===== config.mk =====
export PLATFORM = sky130hd
export DESIGN_NAME = sb_config_loader_flat
export DESIGN_NICKNAME = d
export VERILOG_FILES = /design/src/rtl/sb_config_loader_if.sv /design/src/rtl/sb_config_loader.sv /design/src/flat_wrapper.sv
export SDC_FILE = /design/constraint.sdc
export NUM_CORES = 1
export LEC_CHECK = 0
export ABC_CLOCK_PERIOD_IN_PS = 2900
export BUFFER_PORTS_ARGS = -buffer_cell sky130_fd_sc_hd__clkbuf_2
export CORE_MARGIN = 2
export CORE_UTILIZATION = 45
export CTS_CLUSTER_DIAMETER = 30
export DETAILED_ROUTE_END_ITERATION = 16
export PLACE_DENSITY = 0.71
export SYNTH_ARGS = -nofsm -noshare
export SYNTH_HDL_FRONTEND = slang
export SYNTH_SLANG_ARGS = --single-unit

===== constraint.sdc =====
create_clock -name clk -period 2.9 [get_ports clk]
set_input_delay 0.58 -clock clk [delete_from_list [all_inputs] [get_ports clk]]
set_output_delay 0.58 -clock clk [all_outputs]
set_load 0.01 [all_outputs]

===== src/rtl/sb_config_loader_if.sv =====
// rtl/sb_config_loader_if.sv - stream-in and config-bus signal bundle for sb_config_loader
//
// Signals:
//   in_data/in_valid/in_ready : framed 32-bit word stream (header or payload)
//   config_data               : shared configuration bus to every switch box
//   config_en                 : one-hot write strobe, bit i loads tile i
// Modports:
//   master : bitstream side (drives the stream, observes the config bus)
//   slave  : loader side
interface sb_config_loader_if #(
    parameter int NUM_TILES = 16
) ();
    logic [31:0]          in_data;
    logic                 in_valid;
    logic                 in_ready;
    logic [31:0]          config_data;
    logic [NUM_TILES-1:0] config_en;

    modport master (
        output in_data,
        output in_valid,
        input  in_ready,
        input  config_data,
        input  config_en
    );

    modport slave (
        input  in_data,
        input  in_valid,
        output in_ready,
        output config_data,
        output config_en
    );
endinterface


===== src/rtl/sb_config_loader.sv =====
// rtl/sb_config_loader.sv - unpacks a framed word stream into one-hot per-tile config writes
//
// Ports:
//   clk         : system clock, rising edge
//   reset       : asynchronous active-low reset
//   bus         : sb_config_loader_if.slave (in_data/in_valid/in_ready, config_data/config_en)
//   hold        : stall request, forces in_ready low
//   clear_err   : synchronous clear of the sticky err flag
//   busy        : high while a frame is open
//   done        : one-cycle pulse at frame completion
//   err         : sticky out-of-range address flag
//   frame_count : completed frames, wraps at 2^16
module sb_config_loader #(
    parameter int NUM_TILES = 16,
    parameter int DATA_W    = 32
) (
    input  logic                      clk,
    input  logic                      reset,
    sb_config_loader_if.slave         bus,
    input  logic                      hold,
    input  logic                      clear_err,
    output logic                      busy,
    output logic                      done,
    output logic                      err,
    output logic [15:0]               frame_count
);
    typedef enum logic {
        HDR  = 1'b0,
        DATA = 1'b1
    } state_t;

    localparam logic [NUM_TILES-1:0] EN_ONE    = NUM_TILES'(1);
    localparam logic [16:0]          TILES_LIM = 17'(NUM_TILES);

    state_t                 state_q, state_d;
    logic [15:0]            cur_addr_q, cur_addr_d;
    logic [15:0]            remaining_q, remaining_d;
    logic [DATA_W-1:0]      config_data_q, config_data_d;
    logic [NUM_TILES-1:0]   config_en_q, config_en_d;
    logic                   done_q, done_d;
    logic                   err_q, err_d;
    logic [15:0]            frame_count_q, frame_count_d;

    logic                   xfer;
    logic                   in_range;

    // Ready depends on hold alone so the upstream never sees a valid->ready loop.
    assign bus.in_ready = !hold;
    assign xfer         = bus.in_valid && !hold;
    // Widened compare keeps NUM_TILES up to 65535 correct against a 16-bit address.
    assign in_range     = ({1'b0, cur_addr_q} < TILES_LIM);

    always_comb begin
        state_d       = state_q;
        cur_addr_d    = cur_addr_q;
        remaining_d   = remaining_q;
        config_data_d = config_data_q;
        config_en_d   = '0;
        done_d        = 1'b0;
        err_d         = clear_err ? 1'b0 : err_q;
        frame_count_d = frame_count_q;

        case (state_q)
            HDR: begin
                if (xfer) begin
                    cur_addr_d  = bus.in_data[31:16];
                    remaining_d = bus.in_data[15:0];
                    if (bus.in_data[15:0] != 16'd0) begin
                        state_d = DATA;
                    end else begin
                        // Empty frame completes immediately.
                        done_d        = 1'b1;
                        frame_count_d = frame_count_q + 16'd1;
                    end
                end
            end
            DATA: begin
                if (xfer) begin
                    config_data_d = bus.in_data;
                    if (in_range) begin
                        config_en_d = EN_ONE << cur_addr_q;
                    end else begin
                        // Set overrides a same-cycle clear_err.
                        err_d = 1'b1;
                    end
                    cur_addr_d  = cur_addr_q + 16'd1;
                    remaining_d = remaining_q - 16'd1;
                    if (remaining_q == 16'd1) begin
                        state_d       = HDR;
                        done_d        = 1'b1;
                        frame_count_d = frame_count_q + 16'd1;
                    end
                end
            end
            default: state_d = HDR;
        endcase
    end

    always_ff @(posedge clk or negedge reset) begin
        if (!reset) begin
            state_q       <= HDR;
            cur_addr_q    <= '0;
            remaining_q   <= '0;
            config_data_q <= '0;
            config_en_q   <= '0;
            done_q        <= 1'b0;
            err_q         <= 1'b0;
            frame_count_q <= '0;
        end else begin
            state_q       <= state_d;
            cur_addr_q    <= cur_addr_d;
            remaining_q   <= remaining_d;
            config_data_q <= config_data_d;
            config_en_q   <= config_en_d;
            done_q        <= done_d;
            err_q         <= err_d;
            frame_count_q <= frame_count_d;
        end
    end

    assign bus.config_data = config_data_q;
    assign bus.config_en   = config_en_q;
    assign busy            = (state_q == DATA);
    assign done            = done_q;
    assign err             = err_q;
    assign frame_count     = frame_count_q;
endmodule

===== src/flat_wrapper.sv =====
// flat-port wrapper written by rule: the top's interface ports become plain ports
module sb_config_loader_flat 
#(
    parameter int NUM_TILES = 16,
    parameter int DATA_W    = 32
)
  (clk, reset, hold, clear_err, busy, done, err, frame_count, bus_in_data, bus_in_valid, bus_in_ready, bus_config_data, bus_config_en);
  sb_config_loader_if #(.NUM_TILES(NUM_TILES)) bus_i ();
  input  logic clk;
  input  logic reset;
  input  logic hold;
  input  logic clear_err;
  output logic busy;
  output logic done;
  output logic err;
  output logic [15:0] frame_count;
  input wire logic [$bits(bus_i.in_data)-1:0] bus_in_data;
  input wire logic [$bits(bus_i.in_valid)-1:0] bus_in_valid;
  output wire logic [$bits(bus_i.in_ready)-1:0] bus_in_ready;
  output wire logic [$bits(bus_i.config_data)-1:0] bus_config_data;
  output wire logic [$bits(bus_i.config_en)-1:0] bus_config_en;
  assign bus_i.in_data = bus_in_data;
  assign bus_i.in_valid = bus_in_valid;
  assign bus_in_ready = bus_i.in_ready;
  assign bus_config_data = bus_i.config_data;
  assign bus_config_en = bus_i.config_en;
  sb_config_loader #(.NUM_TILES(NUM_TILES), .DATA_W(DATA_W)) u_core (.clk(clk), .reset(reset), .bus(bus_i), .hold(hold), .clear_err(clear_err), .busy(busy), .done(done), .err(err), .frame_count(frame_count));
endmodule

==> impl_metrics.xml <==
<?xml version="1.0" encoding="UTF-8"?>
<metrics>
  <group name="critical_path">
    <metric name="type_of_origin_of_the_critical_path" unit="">flip-flop</metric>
    <metric name="worst_ep_arrival_time" unit="ns">2.49</metric>
    <metric name="crit_path_cell_trace" unit="">buf_4 -&gt; nand4_2 -&gt; o32ai_4 -&gt; nand3_1 -&gt; xnor2_1</metric>
    <metric name="critPathSlowestCell" unit="">dfrtp_2</metric>
    <metric name="timing_worst_setup_path_type" unit="">reg -&gt; reg</metric>
    <metric name="reg2regPathDepth" unit="">5</metric>
    <metric name="crit_path_max_fanout" unit="">51</metric>
    <metric name="critical_path_cell_count" unit="">5</metric>
    <metric name="required" unit="ns">3.15</metric>
    <metric name="slowest_delay" unit="ns">0.58</metric>
    <metric name="crit_path_end_kind" unit="">flip-flop</metric>
    <metric name="critical-path-top-delay-family" unit="">flip-flops</metric>
    <metric name="critical_path.n_buffers_inverters" unit="">1</metric>
  </group>
  <group name="cts">
    <metric name="number_of_sinks_on_the_clock_net" unit="">99</metric>
    <metric name="post_cts.repair.setup_buffers" unit="">0</metric>
    <metric name="clock_tree.buffer_depth" unit="">2</metric>
    <metric name="number_of_gates_resized_after_cts" unit="">0</metric>
    <metric name="path_clk_slew" unit="ns">0.10</metric>
    <metric name="cts_inserted_buffers" unit="">9</metric>
    <metric name="cts.hold.buffers_added" unit="">0</metric>
    <metric name="insertion_delay" unit="ns">0.36</metric>
    <metric name="cts_root_buf" unit="">clkbuf_8</metric>
    <metric name="cts_htree_levels" unit="">3</metric>
    <metric name="tritoncts_clock_tree" unit="">built</metric>
  </group>
  <group name="power_and_ir_drop">
    <metric name="combinational_cell_fraction_of_total_power" unit="%">35.7</metric>
    <metric name="internal-power" unit="µW">2830</metric>
    <metric name="seq_power_share" unit="%">46.5</metric>
    <metric name="power_switching_share" unit="%">39.7</metric>
    <metric name="vdd_ir_drop_max" unit="mV">0.411</metric>
    <metric name="switching_power" unit="µW">1870</metric>
    <metric name="power_per_cell_area" unit="mW/mm²">864</metric>
    <metric name="static_leakage" unit="µW">0.00250</metric>
    <metric name="clock_power_share" unit="%">17.9</metric>
  </group>
  <group name="floorplan">
    <metric name="dieHeight" unit="µm">105</metric>
    <metric name="floorplan.initialDensity" unit="%">46.8</metric>
    <metric name="row_cnt" unit="">36</metric>
    <metric name="core_region_area" unit="mm²">0.00982</metric>
    <metric name="boundaryPins" unit="">105</metric>
    <metric name="die_x" unit="µm">105</metric>
    <metric name="design.die.area" unit="mm²">0.0110</metric>
  </group>
  <group name="route">
    <metric name="detail_route.wl_per_cell" unit="µm">15.8</metric>
    <metric name="route.top_layer_used" unit="">met4</metric>
    <metric name="detailed_routing_iteration_count_for_the_pre_antenna_repair_pass" unit="">4</metric>
    <metric name="number_of_nets_with_antenna_violations_after_routing" unit="">0</metric>
    <metric name="dr_total_vias" unit="">3722</metric>
    <metric name="dr_wl_met3" unit="µm">525</metric>
    <metric name="route.layer.met1.wl" unit="µm">4890</metric>
    <metric name="drc_errors" unit="">0</metric>
    <metric name="vias_per_cell" unit="">5.56</metric>
    <metric name="detail_route.wirelength" unit="µm">10500</metric>
    <metric name="drtIter0Drc" unit="">238</metric>
    <metric name="route.met2.wl" unit="µm">4960</metric>
  </group>
  <group name="sta">
    <metric name="finalHoldWorstSlack" unit="ns">0.230</metric>
    <metric name="final.period_utilization" unit="%">77.2</metric>
    <metric name="timing.slew.headroom" unit="%">57.5</metric>
    <metric name="setup_slack" unit="ns">0.662</metric>
    <metric name="timing.clock.skew" unit="ns">0.0108</metric>
    <metric name="grt_setup_unrepaired" unit="">false</metric>
    <metric name="timing.setup.tns" unit="ns">0</metric>
    <metric name="final_min_period" unit="ns">2.24</metric>
    <metric name="worst-slew-pin-transition" unit="ns">0.637</metric>
    <metric name="final-max-slew-violation-count" unit="">0</metric>
    <metric name="fmax" unit="MHz">447</metric>
    <metric name="setup_viol_count_final" unit="">0</metric>
    <metric name="hold_violations" unit="">0</metric>
  </group>
  <group name="finish">
    <metric name="fraction_of_layout_instances_using_a_drive_strength_above_1" unit="%">31.3</metric>
    <metric name="finish.net_count" unit="">572</metric>
    <metric name="area_grow_syn2layout" unit="%">18.6</metric>
    <metric name="antenna-diode-count" unit="">0</metric>
    <metric name="design_area" unit="mm²">0.00545</metric>
  </group>
  <group name="synthesis">
    <metric name="synth_cell_type_count" unit="">38</metric>
    <metric name="synth.yosys.seq_area_share" unit="%">54.0</metric>
    <metric name="synthesis.area_per_instance" unit="µm²">10.6</metric>
    <metric name="mappedNetlistNets" unit="">473</metric>
    <metric name="synth_edf_count" unit="">0</metric>
    <metric name="ff_latch_count_synth" unit="">99</metric>
    <metric name="total_number_of_yosys_warnings" unit="">0</metric>
    <metric name="synth-async-reset-ratio" unit="%">100</metric>
    <metric name="dominantRegCellSynth" unit="">dfrtp_1</metric>
    <metric name="synth.area.top_cells" unit="">dfrtp_1, mux2_2, a21oi_1</metric>
    <metric name="netlist.area_leader.share" unit="%">54.0</metric>
    <metric name="yosysTopAreaCell" unit="">dfrtp_1</metric>
    <metric name="syn-instance-count" unit="">432</metric>
    <metric name="syn_area" unit="mm²">0.00459</metric>
  </group>
  <group name="global_route">
    <metric name="grt_start_max_net_pins" unit="">55</metric>
    <metric name="grt_remaining_overflow" unit="">0</metric>
    <metric name="grt_pass1_vias" unit="">3638</metric>
    <metric name="grt_pass1_wl" unit="µm">18000</metric>
    <metric name="antenna_violations_before_repair" unit="">0</metric>
    <metric name="track_usage" unit="%">19.9</metric>
  </group>
  <group name="placement">
    <metric name="hpwlAfterDp" unit="µm">7430</metric>
    <metric name="preCtsSetupSlack" unit="ns">0.606</metric>
    <metric name="port-buffer-count" unit="">104</metric>
    <metric name="placedInstanceArea" unit="mm²">0.00526</metric>
    <metric name="finalWeightedCongestion" unit="">0.827</metric>
  </group>
  <group name="run_status">
    <metric name="run_status" unit="">finished clean</metric>
  </group>
  <group name="flow_run">
    <metric name="maxCapViolations" unit="">0</metric>
  </group>
  <group name="min_path">
    <metric name="worstHoldPathType" unit="">in -&gt; async</metric>
  </group>
</metrics>
## cell usage after synthesis (all sizes together), types with 10 or more instances
library cell / n
a21oi: 38
buf: 12
clkbuf: 10
dfrtp: 99
mux2: 33
mux2i: 11
nand2: 42
nand3: 25
nor2: 25
nor4: 16
o21ai: 16
o22ai: 23
xnor2: 13
## through the flow
stage / power (µW) / utilization (%) / cells
2_1_floorplan: 3330 / - / 432
4_1_cts: 4730 / 55.5 / 669
6_report: 4700 / 55.5 / 669
5_1_grt: 5050 / 55.5 / 669
3_5_place_dp: 3880 / 53.6 / 653
3_3_place_gp: 3810 / 53.6 / 653
## final cells by class
class / instances / area, µm²
Timing Repair Buffer: 110 / 581
Inverter: 7 / 26.3
Multi-Input combinational cell: 304 / 2010
Clock buffer: 9 / 124
Tap cell: 133 / 166
Sequential cell: 99 / 2480
Fill cell: 887 / 4370
Clock inverter: 7 / 62.6
## final timing paths
check | startpoint | to | slack, ns
worst max-delay path | u_core.busy | u_core.frame_count[11] | 0.66
worst min-delay path | reset | u_core.bus.config_en[0] | 0.23
worst max register to register | u_core.busy | u_core.frame_count[11] | 0.66
worst min register to register | u_core.frame_count[15] | u_core.frame_count[15] | 0.48
max in group asynchronous | reset | u_core.cur_addr_q[11] | 1.99
min in group clk | bus_in_data[26] | u_core.bus.config_data[26] | 0.46
## cells by family after synthesis
kind of cell    after synthesis  synth area share, %
compound gates               88                 11.9
xor+xnor                     15                 2.86
simple gates                153                 17.2
fa+ha+maj                     4                 1.09
mux                          44                 10.5
flops                        99                 54.0
buf+inv                      29                 2.48
## cell usage in the layout, fill, tap and decap left out, types with 2 or more instances in the layout
| cell type | Yosys | layout |
|---|---|---|
| a21oi_1 | 38 | 38 |
| a2bb2oi_1 | 5 | 5 |
| and3_1 | 9 | 9 |
| and4_1 | 3 | 3 |
| buf_4 | 0 | 6 |
| clkbuf_2 | 0 | 103 |
| clkbuf_8 | 0 | 9 |
| clkinv_4 | 0 | 4 |
| dfrtp_1 | 99 | 98 |
| ha_1 | 4 | 4 |
| inv_1 | 7 | 7 |
| mux2_2 | 33 | 33 |
| mux2i_1 | 11 | 11 |
| nand2_1 | 42 | 42 |
| nand2b_1 | 4 | 4 |
| nand3_1 | 25 | 25 |
| nand4_1 | 5 | 5 |
| nand4_2 | 2 | 2 |
| nor2_1 | 25 | 25 |
| nor3_1 | 9 | 9 |
| nor3b_1 | 2 | 2 |
| nor4_1 | 15 | 15 |
| nor4b_1 | 2 | 2 |
| o21ai_0 | 16 | 16 |
| o22ai_1 | 23 | 23 |
| o32ai_4 | 2 | 2 |
| or3_1 | 3 | 3 |
| xnor2_1 | 13 | 13 |
| xor2_1 | 2 | 2 |
## power groups by stage
stage	Sequential (µW)	Combinational (µW)	Clock, µW
after detailed placement	2200	1690	0
after floorplan	2150	1180	0
after global placement	2180	1630	0
final	2190	1680	840
after global routing	2250	1880	920
after CTS	2170	1690	867
## layer usage
metal	vias to the layer above	track usage [%]
met5	-	0
met4	0	5.62
met3	11	4.37
met2	119	31.9
met1	1826	27.4
li1	1766	-
## flip-flops by register name, indices dropped and copies added (netlist names)
signal / flops
u_core.bus.config_data: 32
u_core.bus.config_en: 16
u_core.busy: 1
u_core.cur_addr_q: 16
u_core.done: 1
u_core.err: 1
u_core.frame_count: 16
u_core.remaining_q: 16
(Power assumes the default switching activity.)
